==> config.mk <==
export PLATFORM = sky130hd
export DESIGN_NAME = boot_stream_loader
export DESIGN_NICKNAME = d
export VERILOG_FILES = /design/src/rtl/boot_stream_loader.sv
export SDC_FILE = /design/constraint.sdc
export NUM_CORES = 1
export LEC_CHECK = 0
export ABC_AREA = 1
export BUFFER_PORTS_ARGS = -buffer_cell sky130_fd_sc_hd__buf_2
export CORE_MARGIN = 2
export CORE_UTILIZATION = 55
export DETAILED_ROUTE_END_ITERATION = 8
export PLACE_DENSITY = 0.86
export SLEW_MARGIN = 30
export SYNTH_ARGS = -nofsm -noshare
export SYNTH_HDL_FRONTEND = slang
export SYNTH_SLANG_ARGS = --single-unit
==> constraint.sdc <==
create_clock -name clk -period 3.4 [get_ports clk]
set_input_delay 0.34 -clock clk [delete_from_list [all_inputs] [get_ports clk]]
set_output_delay 0.34 -clock clk [all_outputs]
set_load 0.05 [all_outputs]
==> src/rtl/boot_stream_loader.sv <==
// -----------------------------------------------------------------------------
// boot_stream_loader
//
// Receiving end of the tile boot stream. Paired instruction/data beats from the
// external boot port are written into the selected tile's imem/dmem one cycle
// after they are accepted. A per-tile done flag is kept so each tile is released
// from reset only once its whole image has landed.
//
// Optional feature macro: BOOT_CHECKSUM_EN
//   When defined, a running sum of in_idata + in_ddata is kept per load. A tile
//   whose sum differs from exp_sum at the end of the load is not marked done,
//   and err pulses. When undefined, checksum is tied to 0 and exp_sum is ignored.
//
// Ports:
//   clk, resetn           clock, synchronous active-low reset
//   start, sel            one-cycle load request for tile sel
//   in_valid, in_ready    stream handshake; a beat moves when both are high
//   in_idata, in_ddata    instruction / data word of the beat
//   wr_tile               tile targeted by the write ports
//   imem_we/addr/wdata    instruction memory write port
//   dmem_we/addr/wdata    data memory write port
//   busy                  a load is in progress
//   tile_done             per-tile booted flags (reset release)
//   all_done              every tile_done bit set (registered)
//   err                   one-cycle error pulse
//   exp_sum, checksum     expected / running checksum (optional feature)
// -----------------------------------------------------------------------------
module boot_stream_loader #(
   parameter int NUM_TILES  = 90,
   parameter int SEL_WIDTH  = 7,
   parameter int ADDR_WIDTH = 14,
   parameter int DATA_WIDTH = 32,
   parameter int WORDS      = 16384
) (
   input  logic                  clk,
   input  logic                  resetn,
   input  logic                  start,
   input  logic [SEL_WIDTH-1:0]  sel,
   input  logic                  in_valid,
   output logic                  in_ready,
   input  logic [DATA_WIDTH-1:0] in_idata,
   input  logic [DATA_WIDTH-1:0] in_ddata,
   output logic [SEL_WIDTH-1:0]  wr_tile,
   output logic                  imem_we,
   output logic [ADDR_WIDTH-1:0] imem_addr,
   output logic [DATA_WIDTH-1:0] imem_wdata,
   output logic                  dmem_we,
   output logic [ADDR_WIDTH-1:0] dmem_addr,
   output logic [DATA_WIDTH-1:0] dmem_wdata,
   output logic                  busy,
   output logic [NUM_TILES-1:0]  tile_done,
   output logic                  all_done,
   output logic                  err,
   input  logic [DATA_WIDTH-1:0] exp_sum,
   output logic [DATA_WIDTH-1:0] checksum
);

   typedef enum logic [1:0] {
      IDLE  = 2'd0,
      LOAD  = 2'd1,
      FLUSH = 2'd2
   } state_t;

   // One extra counter bit so a full 2^ADDR_WIDTH image never aliases to 0.
   localparam logic [ADDR_WIDTH:0] LAST_BEAT  = (ADDR_WIDTH+1)'(WORDS - 1);
   localparam logic [ADDR_WIDTH:0] CNT_ONE    = (ADDR_WIDTH+1)'(1);
   localparam logic [SEL_WIDTH:0]  TILE_LIMIT = (SEL_WIDTH+1)'(NUM_TILES);

   state_t              state;
   logic [ADDR_WIDTH:0] cnt;
   logic                accept;
   logic                sel_ok;
   logic                sum_ok;

   assign accept = in_valid & in_ready;
   assign sel_ok = ({1'b0, sel} < TILE_LIMIT);

`ifdef BOOT_CHECKSUM_EN
   logic [DATA_WIDTH-1:0] sum_q;

   // Cleared only by a valid start so the final sum stays readable afterwards.
   always_ff @(posedge clk) begin
      if (!resetn) begin
         sum_q <= '0;
      end else if (state == IDLE && start && sel_ok) begin
         sum_q <= '0;
      end else if (state == LOAD && accept) begin
         sum_q <= sum_q + in_idata + in_ddata;
      end
   end

   assign sum_ok   = (sum_q == exp_sum);
   assign checksum = sum_q;
`else
   logic unused_exp_sum;

   assign unused_exp_sum = ^exp_sum;
   assign sum_ok         = 1'b1;
   assign checksum       = '0;
`endif

   // NOTE: every register here is updated with <= so all reads within a clock
   // see the pre-edge values; the reset is sampled on the clock edge only.
   always_ff @(posedge clk) begin
      if (!resetn) begin
         state      <= IDLE;
         cnt        <= '0;
         in_ready   <= 1'b0;
         wr_tile    <= '0;
         imem_we    <= 1'b0;
         imem_addr  <= '0;
         imem_wdata <= '0;
         dmem_we    <= 1'b0;
         dmem_addr  <= '0;
         dmem_wdata <= '0;
         busy       <= 1'b0;
         tile_done  <= '0;
         all_done   <= 1'b0;
         err        <= 1'b0;
      end else begin
         // Strobes and err are single-cycle; they only rise where set below.
         imem_we  <= 1'b0;
         dmem_we  <= 1'b0;
         err      <= 1'b0;
         all_done <= &tile_done;

         case (state)
            IDLE: begin
               in_ready <= 1'b0;
               busy     <= 1'b0;
               if (start) begin
                  if (sel_ok) begin
                     wr_tile        <= sel;
                     cnt            <= '0;
                     tile_done[sel] <= 1'b0;
                     busy           <= 1'b1;
                     state          <= LOAD;
                  end else begin
                     err <= 1'b1;
                  end
               end
            end

            LOAD: begin
               // in_ready opens one cycle after entering LOAD and stays up
               // until the final beat has been taken.
               in_ready <= 1'b1;
               if (start) begin
                  err <= 1'b1;
               end
               if (accept) begin
                  imem_we    <= 1'b1;
                  dmem_we    <= 1'b1;
                  imem_addr  <= cnt[ADDR_WIDTH-1:0];
                  dmem_addr  <= cnt[ADDR_WIDTH-1:0];
                  imem_wdata <= in_idata;
                  dmem_wdata <= in_ddata;
                  cnt        <= cnt + CNT_ONE;
                  if (cnt == LAST_BEAT) begin
                     in_ready <= 1'b0;
                     state    <= FLUSH;
                  end
               end
            end

            FLUSH: begin
               // The last write is on the ports this cycle; it completes on
               // the same edge that marks the tile done.
               in_ready <= 1'b0;
               busy     <= 1'b0;
               state    <= IDLE;
               if (sum_ok) begin
                  tile_done[wr_tile] <= 1'b1;
               end
               if (start || !sum_ok) begin
                  err <= 1'b1;
               end
            end

            default: begin
               in_ready <= 1'b0;
               busy     <= 1'b0;
               state    <= IDLE;
            end
         endcase
      end
   end

endmodule

Yosys cells after proc, flatten, opt, wreduce, memory -nomap -nowiden
Index checks and enable logic that the tools add are counted.
- add/sub/neg operators: 1
- $lt $le $gt $ge: 5
- equal/unequal tests: 7
- muxes and demuxes: 26
- bitwise logic cells: 4
- reductions and logical operators: 13
- operators by type and width (cell ; count):
    $mux W90 ; 2
    $pmux W90 S2 ; 1
    $and A90 B90 Y90 ; 1
    $not A90 Y90 ; 1
    $or A90 B90 Y90 ; 1
    $reduce_and A90 Y1 ; 1
    $mux W15 ; 3
    $pmux W15 S2 ; 1
    $lt A7 B8 Y1 const B ; 2
    $add A15 B1 Y15 const B ; 1
    $eq A15 B14 Y1 const B ; 1
    $demux W1 S7 ; 2
    $ge A7 B1 Y1 const B ; 2
    $mux W1 ; 10
    $mux W2 ; 4
    $ne A2 B2 Y1 const B ; 4
    $reduce_and A4 Y1 ; 2
    $lt A7 B7 Y1 const B ; 1
    $reduce_and A3 Y1 ; 2
    $pmux W1 S2 ; 2
    $pmux W2 S2 ; 1
    $reduce_and A2 Y1 ; 2
    $reduce_bool A2 Y1 ; 2
    $eq A2 B1 Y1 const B ; 1
    other kinds (5) ; 6
- register bits: 197
- input port bits: 107
- word-level logic and storage cells: 68

Longest topological paths before layout
Gate-level depths: netlist of run 1.
- depth in word-level cells: 9
- mapped depth: 11
- gate-level depth less buffers: 10

Least setup slack after synthesis of run 1
Ideal clock, no wire load.
- path type: register to register
- start point: reg wr_tile[1]
- end point: reg tile_done[40]
- library setup time: 0.116 ns
- arrival: 1.564 ns
- setup slack: 1.719 ns
- stages on the path, launching flop included: 9
- period minus slack after synthesis: 1.681 ns
- cell sequence: dfxtp_1 > inv_1 > nand3_1 > buf_2 > nor2_1 > o21ai_0 > nand2_1 > nor2_1 > nor2_1
- cells in the longest elaborated chain, start to end: 6
- elaborated cells on any way between the ends: 7
- RTL lines (element ; RTL line ; text):
    start: declaration ; 43 ; output logic [SEL_WIDTH-1:0] wr_tile,
    start signal: assignment ; 133 ; wr_tile <= sel;
    $lt A7 B8 Y1 (not written as such) / $ge A7 B1 Y1 (equally long branches) ; 173 ; tile_done[wr_tile] <= 1'b1;
    $logic_and A1 B1 Y1 (not written as such) ; 173 ;
    $mux W1 (not written as such) ; 173 ;
    $demux W1 S7 (*) ; 173 ;
    $or A90 B90 Y90 (no line) (*) ; -- ;
    $pmux W90 S2 (*) ; 127 ; case (state)
    end signal: assignment ; 117 ; tile_done <= '0;
    end signal: indexed assignment ; 135 ; tile_done[sel] <= 1'b0;
    end signal: indexed assignment ; 173 ;
    end: declaration ; 51 ; output logic [NUM_TILES-1:0] tile_done,
Mark *: on every way between the ends. The rest lies on a longest branch, timed or not.
A chain may end at the register's enable or synchronous reset.

Worst setup path in the final report of run 1
- start point: reg state[1]
- end point: reg imem_wdata[17]
- cells in the longest elaborated chain, start to end: 2
- RTL lines (element ; RTL line ; text):
    start: declaration ; 69 ; state_t state;
    start signal: assignment ; 106 ; state <= IDLE;
    start signal: assignment ; 137 ; state <= LOAD;
    start signal: assignment ; 161 ; state <= FLUSH;
    $eq A2 B1 Y1 ; 127 ;
    $reduce_and A2 Y1 (no line) ; -- ;
    end signal: assignment ; 156 ; imem_wdata <= in_idata;
    end: declaration ; 46 ; output logic [DATA_WIDTH-1:0] imem_wdata,
Every way passes these cells.

==> impl_metrics.ini, run 1 <==
[synth]
synth.top_cell.area_share_pct = 39.2
synth_warnings = 0
synth.top_cells.by_area = dfxtp_1 (39%), o21ai_0 (17%), nor2_1 (11%), nand2_1 (8.0%), inv_1 (5.3%)
netlist_area_um2 = 10100
synthCells = 1534
synth_common_cells = o21ai_0 (341), nor2_1 (300), nand2_1 (215)
synth_top_flop_cell = dfxtp_1
yosysTopAreaCell = dfxtp_1
synth_edf_count = 0
synth_cell_type_count = 27
yosys.cell_count.top_type = o21ai_0
avgSynthCellArea_um2 = 6.55
seq_area_frac_synth_pct = 39.2
ys_async_sr_fraction_pct = 0
ys_ff_latch = 197

[clocking]
cts_htree_levels = 4
cts-root-buf = clkbuf_16
holdBufCountCts = 0
cts_buffers = 17
clk_latency_ps = 450
cts_sinks = 197
clk_pin_slew_ps = 80
clock_path_buffers = 2
post-cts-setup-buffers = 0
cts_tree = built
cts_resized = 0

[drt]
wl_per_cell_um = 15.5
via_per_inst = 5.54
drc = 0
antenna_left = 0
drtIter0Drc = 1153
firstDrtPassIters = 6
vias = 10900
routed_wl_um = 30500

[floorplanning]
die_width_um = 139
coreArea_um2 = 18000
die-area_um2 = 19400
ios = 334
initial_core_util_pct = 56.0
row_count = 49
chipHeight_um = 139

[setup_path]
crit_path_end_kind = register
crit_slowest_cell = buf_4
critPathMostFrequentCell = buf_4
crit_arrival_ps = 3000
critical_path_class = reg -> reg
crit_path_start_kind = register
crit_chain = inv_1, ha_1, nand3_4, buf_4, buf_4, o21ai_0, a21oi_1
path_max_fanout = 96
critPathMaxStageDelay_ps = 620
required_ps = 3770

[finish]
multi_input_area_um2 = 4890
area_growth_pct = 16.8
regArea_um2 = 3940
fill_cells = 1574
layout.nets = 1837
drive_gt1_share_pct = 18.3

[timing]
setup_slack_ps = 765
hold_viol = 0
rsz0062_at_grt = no
final-setup-viol-count = 0
worstMarginPinSlew_ps = 833
period_needed_ps = 2630
slew-limit-headroom_pct = 44.3
min_period_over_period_pct = 77.5
fmax_mhz = 380
maxSlewViolCount = 0
skew_ps = 17.5
setup_tns_ps = 0

[hold_path]
worstHoldPathType = in -> reg

[outcome]
status = complete, no violations

[power_and_ir_drop]
irDropWorstVdd_v = 0.000652
p_per_area_nw_per_um2 = 878
p_leak_nw = 5.65

[global_route]
grt_pass1_vias = 9425
grt_max_degree = 134
antenna_found_initial = 4
grt_pass1_wl_um = 47900
grt_util_all_layers_pct = 30.2
overflow = 0

[place]
pre_cts_slack_ps = 847
numPortBuffers = 269
gp_congestion = 0.918
dp_hpwl_um = 19400

[job]
max_cap_violations = 0
[worst max-delay path: cells and delay by family, from the launching register on]
| family | cells | cell delay (ps) |
|---|---|---|
| AOI/OAI and AO/OA | 2 | 330 |
| adders and majority gates | 1 | 370 |
| buffers and inverters | 3 | 1300 |
| DFF | 1 | 370 |
| and+or+nand+nor | 1 | 120 |
[cells in the final DEF, fill, tap and decap left out, types with 7 or more instances in the layout]
master     netlist  layout
a21oi_1         93      93
buf_2           17     268
nand4_1         19      19
nor3_1           7       7
inv_1          141     141
nor2_1         300     300
nand2_1        215     215
conb_1           1      32
o21ai_1         26      26
clkbuf_16        0      17
dfxtp_1        197     197
nand3_1         42      41
o21ai_0        341     341
[power by group]
part	internal (mW)	switching [mW]
Clock	1.28	0.988
Combinational	1.02	3.61
Sequential	2.83	0.577
Total	5.13	5.17
[cells by family (layout without fill, tap and decap cells)]
group	after synthesis	after routing	share of synthesized area, %
AND/OR/NAND/NOR	589	589	23.6
flip-flops	197	197	39.2
buffers and inverters	280	452	13.4
adder cells (fa/ha/maj)	6	6	0.747
other	1	36	0.0373
AO/OA/AOI/OAI	461	461	23.0
[layer usage]
| layer | vias to the layer above | share of wire [%] | global-route usage, % |
|---|---|---|---|
| met5 | - | 0 | 0 |
| met4 | 0 | 5.2 | 17.0 |
| met3 | 127 | 9.3 | 7.60 |
| met2 | 589 | 47 | 50.3 |
| met1 | 4927 | 38 | 35.5 |
| li1 | 5276 | - | - |
[through the flow]
stage	hold WS, ps	util (%)	std cells	total power, mW	instance area (um2)
final	176	65.3	1970	10.3	11700
after detailed placement	433	61.7	1934	8.00	11100
after floorplan	461	-	1565	7.05	10200
after global routing	177	65.3	1969	10.8	11700
after CTS	160	65.3	1966	10.3	11700
after global placement	429	61.7	1934	7.89	11100
[layout make-up]
type,count,area share (%)
antenna,4,0.0853
clock buffer,18,3.74
clock inverter,14,1.81
inverter,146,4.71
multi-input combinational,1088,41.7
sequential,197,33.6
tap,229,2.44
timing repair buffer,274,11.9
[state kept, by name (all words and copies together), names as in the netlist]
register,cells
dmem_addr,14
cnt,15
err,1
dmem_wdata,32
tile_done,90
dmem_we,1
wr_tile,7
busy,1
imem_wdata,32
state,2
in_ready,1
all_done,1
[worst paths after layout]
kind	start	to	slack, ps	cells past startpoint
worst min register to register	imem_wdata[27]	imem_wdata[27]	440	2
worst min-delay path	in_ddata[4]	dmem_wdata[4]	180	3
worst max-delay path	state[1]	imem_wdata[17]	770	7
worst max register to register	state[1]	imem_wdata[17]	770	7
Note: power is estimated with default switching activity, not from simulation.
==> run 2: changes to the inputs <==
--- a/config.mk
+++ b/config.mk
@@ -8,9 +8,9 @@
 export ABC_AREA = 1
 export BUFFER_PORTS_ARGS = -buffer_cell sky130_fd_sc_hd__buf_2
 export CORE_MARGIN = 2
-export CORE_UTILIZATION = 55
+export CORE_UTILIZATION = 46
 export DETAILED_ROUTE_END_ITERATION = 8
-export PLACE_DENSITY = 0.86
+export PLACE_DENSITY = 0.77
 export SLEW_MARGIN = 30
 export SYNTH_ARGS = -nofsm -noshare
 export SYNTH_HDL_FRONTEND = slang
==> constraint.sdc (replaced) <==
create_clock -name clk -period 2.3 [get_ports clk]
set_input_delay 0.23 -clock clk [delete_from_list [all_inputs] [get_ports clk]]
set_output_delay 0.23 -clock clk [all_outputs]
set_load 0.05 [all_outputs]
==> run 2 against run 1 <==
Utilization fell by 10 points; sequential power rose by 48%; via count fell by 2.1%; non-clock buffer count rose by 17; critical path depth rose by 1.
==> impl_metrics.ini, run 2 (synthesis results as in run 1) <==
[drt]
routed_wl_um = 30700
antenna_left = 0
wl_per_cell_um = 15.1
firstDrtPassIters = 7
via_per_inst = 5.25
drc = 0
drtIter0Drc = 1067
vias = 10700

[hold_path]
worstHoldPathType = in -> reg
min_path_cells = 3

[timing]
skew_ps = 13.3
rsz0062_at_grt = no
fmax_mhz = 513
slew-limit-headroom_pct = 49.8
min_period_over_period_pct = 84.7
setup_tns_ps = 0
final-setup-viol-count = 0
period_needed_ps = 1950
maxSlewViolCount = 0
hold_viol = 0
worstMarginPinSlew_ps = 751

[power_and_ir_drop]
p_per_area_nw_per_um2 = 1270
p_leak_nw = 5.73
irDropWorstVdd_v = 0.000941

[global_route]
grt_pass1_vias = 9421
overflow = 0
grt_pass1_wl_um = 49000
grt_util_all_layers_pct = 25.6
antenna_found_initial = 0
grt_max_degree = 134

[floorplanning]
ios = 334
die-area_um2 = 23100
chipHeight_um = 152
coreArea_um2 = 21600
die_width_um = 152
row_count = 54
initial_core_util_pct = 46.5

[setup_path]
crit_path_end_kind = register
required_ps = 2640
critPathMaxStageDelay_ps = 380
crit_arrival_ps = 2290
rr_worst_depth = 8
crit_slowest_cell = ha_1
path_buf_inv = 2
path_delay_family = simple AND/OR/NAND/NOR gates
critical_path_class = reg -> reg
worstSetupPathDepth = 8
path_max_fanout = 8
crit_chain = inv_1, ha_1, nand3_4, o21ai_0, nand3_1, buf_4, a21oi_1, nor2_1
crit_path_start_kind = register

[clocking]
holdBufCountCts = 0
cts_tree = built
cts_sinks = 197
cts_htree_levels = 4
clk_pin_slew_ps = 80
cts_buffers = 17
cts_resized = 0
post-cts-setup-buffers = 0
clock_path_buffers = 2
cts-root-buf = clkbuf_16
clk_latency_ps = 450

[finish]
area_growth_pct = 18.9
fill_cells = 2113
final_cell_mix = o21ai_0 (341), nor2_1 (300), buf_2 (268)
reg_top3 = tile_done: 90 flops, dmem_wdata: 32 flops, imem_wdata: 32 flops
regMostFlops = tile_done
mostFrequentLayoutCell = o21ai_0
final_area_um2 = 12000
largest_register_ffs = 90
drive_gt1_share_pct = 19.1
layout.nets = 1854

[place]
numPortBuffers = 269
dp_hpwl_um = 20800
gp_congestion = 0.943
post_dp_cell_area_um2 = 11300

[outcome]
status = complete, no violations

[job]
max_cap_violations = 0
-- run 2: cell count changes in the layout (fill, tap and decap cells not counted), sizes merged --
cell,change
clkinv,+5
diode,-3
inv,-2
clkinvlp,+1
buf,+17
bufinv,-3
clkbuf,-1
-- run 2: stage by stage --
step                      setup slack (ps)  total power, mW  std cells  hold WS, ps  util, %
final                                  351             15.1       2035         62.3     55.3
after global routing                   175             16.0       2034         78.1     55.3
after CTS                              351             15.1       2034         54.0     55.3
after detailed placement               363             12.1       2002          432     52.5
after global placement                 365             11.9       2002          428     52.5
after floorplan                        619             10.4       1565          351        -
-- run 2: worst reg2reg max path: cells and delay by family (launching register included) --
family / cells / cell delay, ps
fa+ha+maj: 1 / 380
compound gates: 2 / 240
simple gates: 3 / 490
buf+inv: 2 / 390
flops: 1 / 330
-- run 2: cell type report --
| class | count | area, um2 | area share, % |
|---|---|---|---|
| inverter | 146 | 553 | 4.63 |
| antenna | 1 | 2.50 | 0.0209 |
| clock buffer | 17 | 425 | 3.56 |
| multi-input combinational | 1088 | 4890 | 40.9 |
| tap | 280 | 350 | 2.93 |
| timing repair buffer | 291 | 1600 | 13.4 |
| sequential | 197 | 3940 | 33.0 |
| clock inverter | 15 | 185 | 1.55 |
-- run 2: where the power goes --
group	switching [mW]	internal [mW]	leakage (nW)
Combinational	5.35	1.67	3.83
Sequential	0.853	4.18	1.61
Clock	1.53	1.57	0.292
Total	7.74	7.41	5.73
-- run 2: worst paths after layout --
path              slack (ps)            from              to
setup / recovery         350        state[1]          cnt[0]
setup reg to reg         350        state[1]          cnt[0]
hold / removal            60     in_ddata[3]   dmem_wdata[3]
hold reg to reg          440  imem_wdata[28]  imem_wdata[28]
-- run 2: routing by layer --
metal  global-route usage [%]  wire length (um)  share of wire, %
met5                        0                 0                 0
met4                     10.9              1120               3.6
met3                     4.91              2570               8.4
met2                     43.6             14700                48
met1                     31.7             12300                40
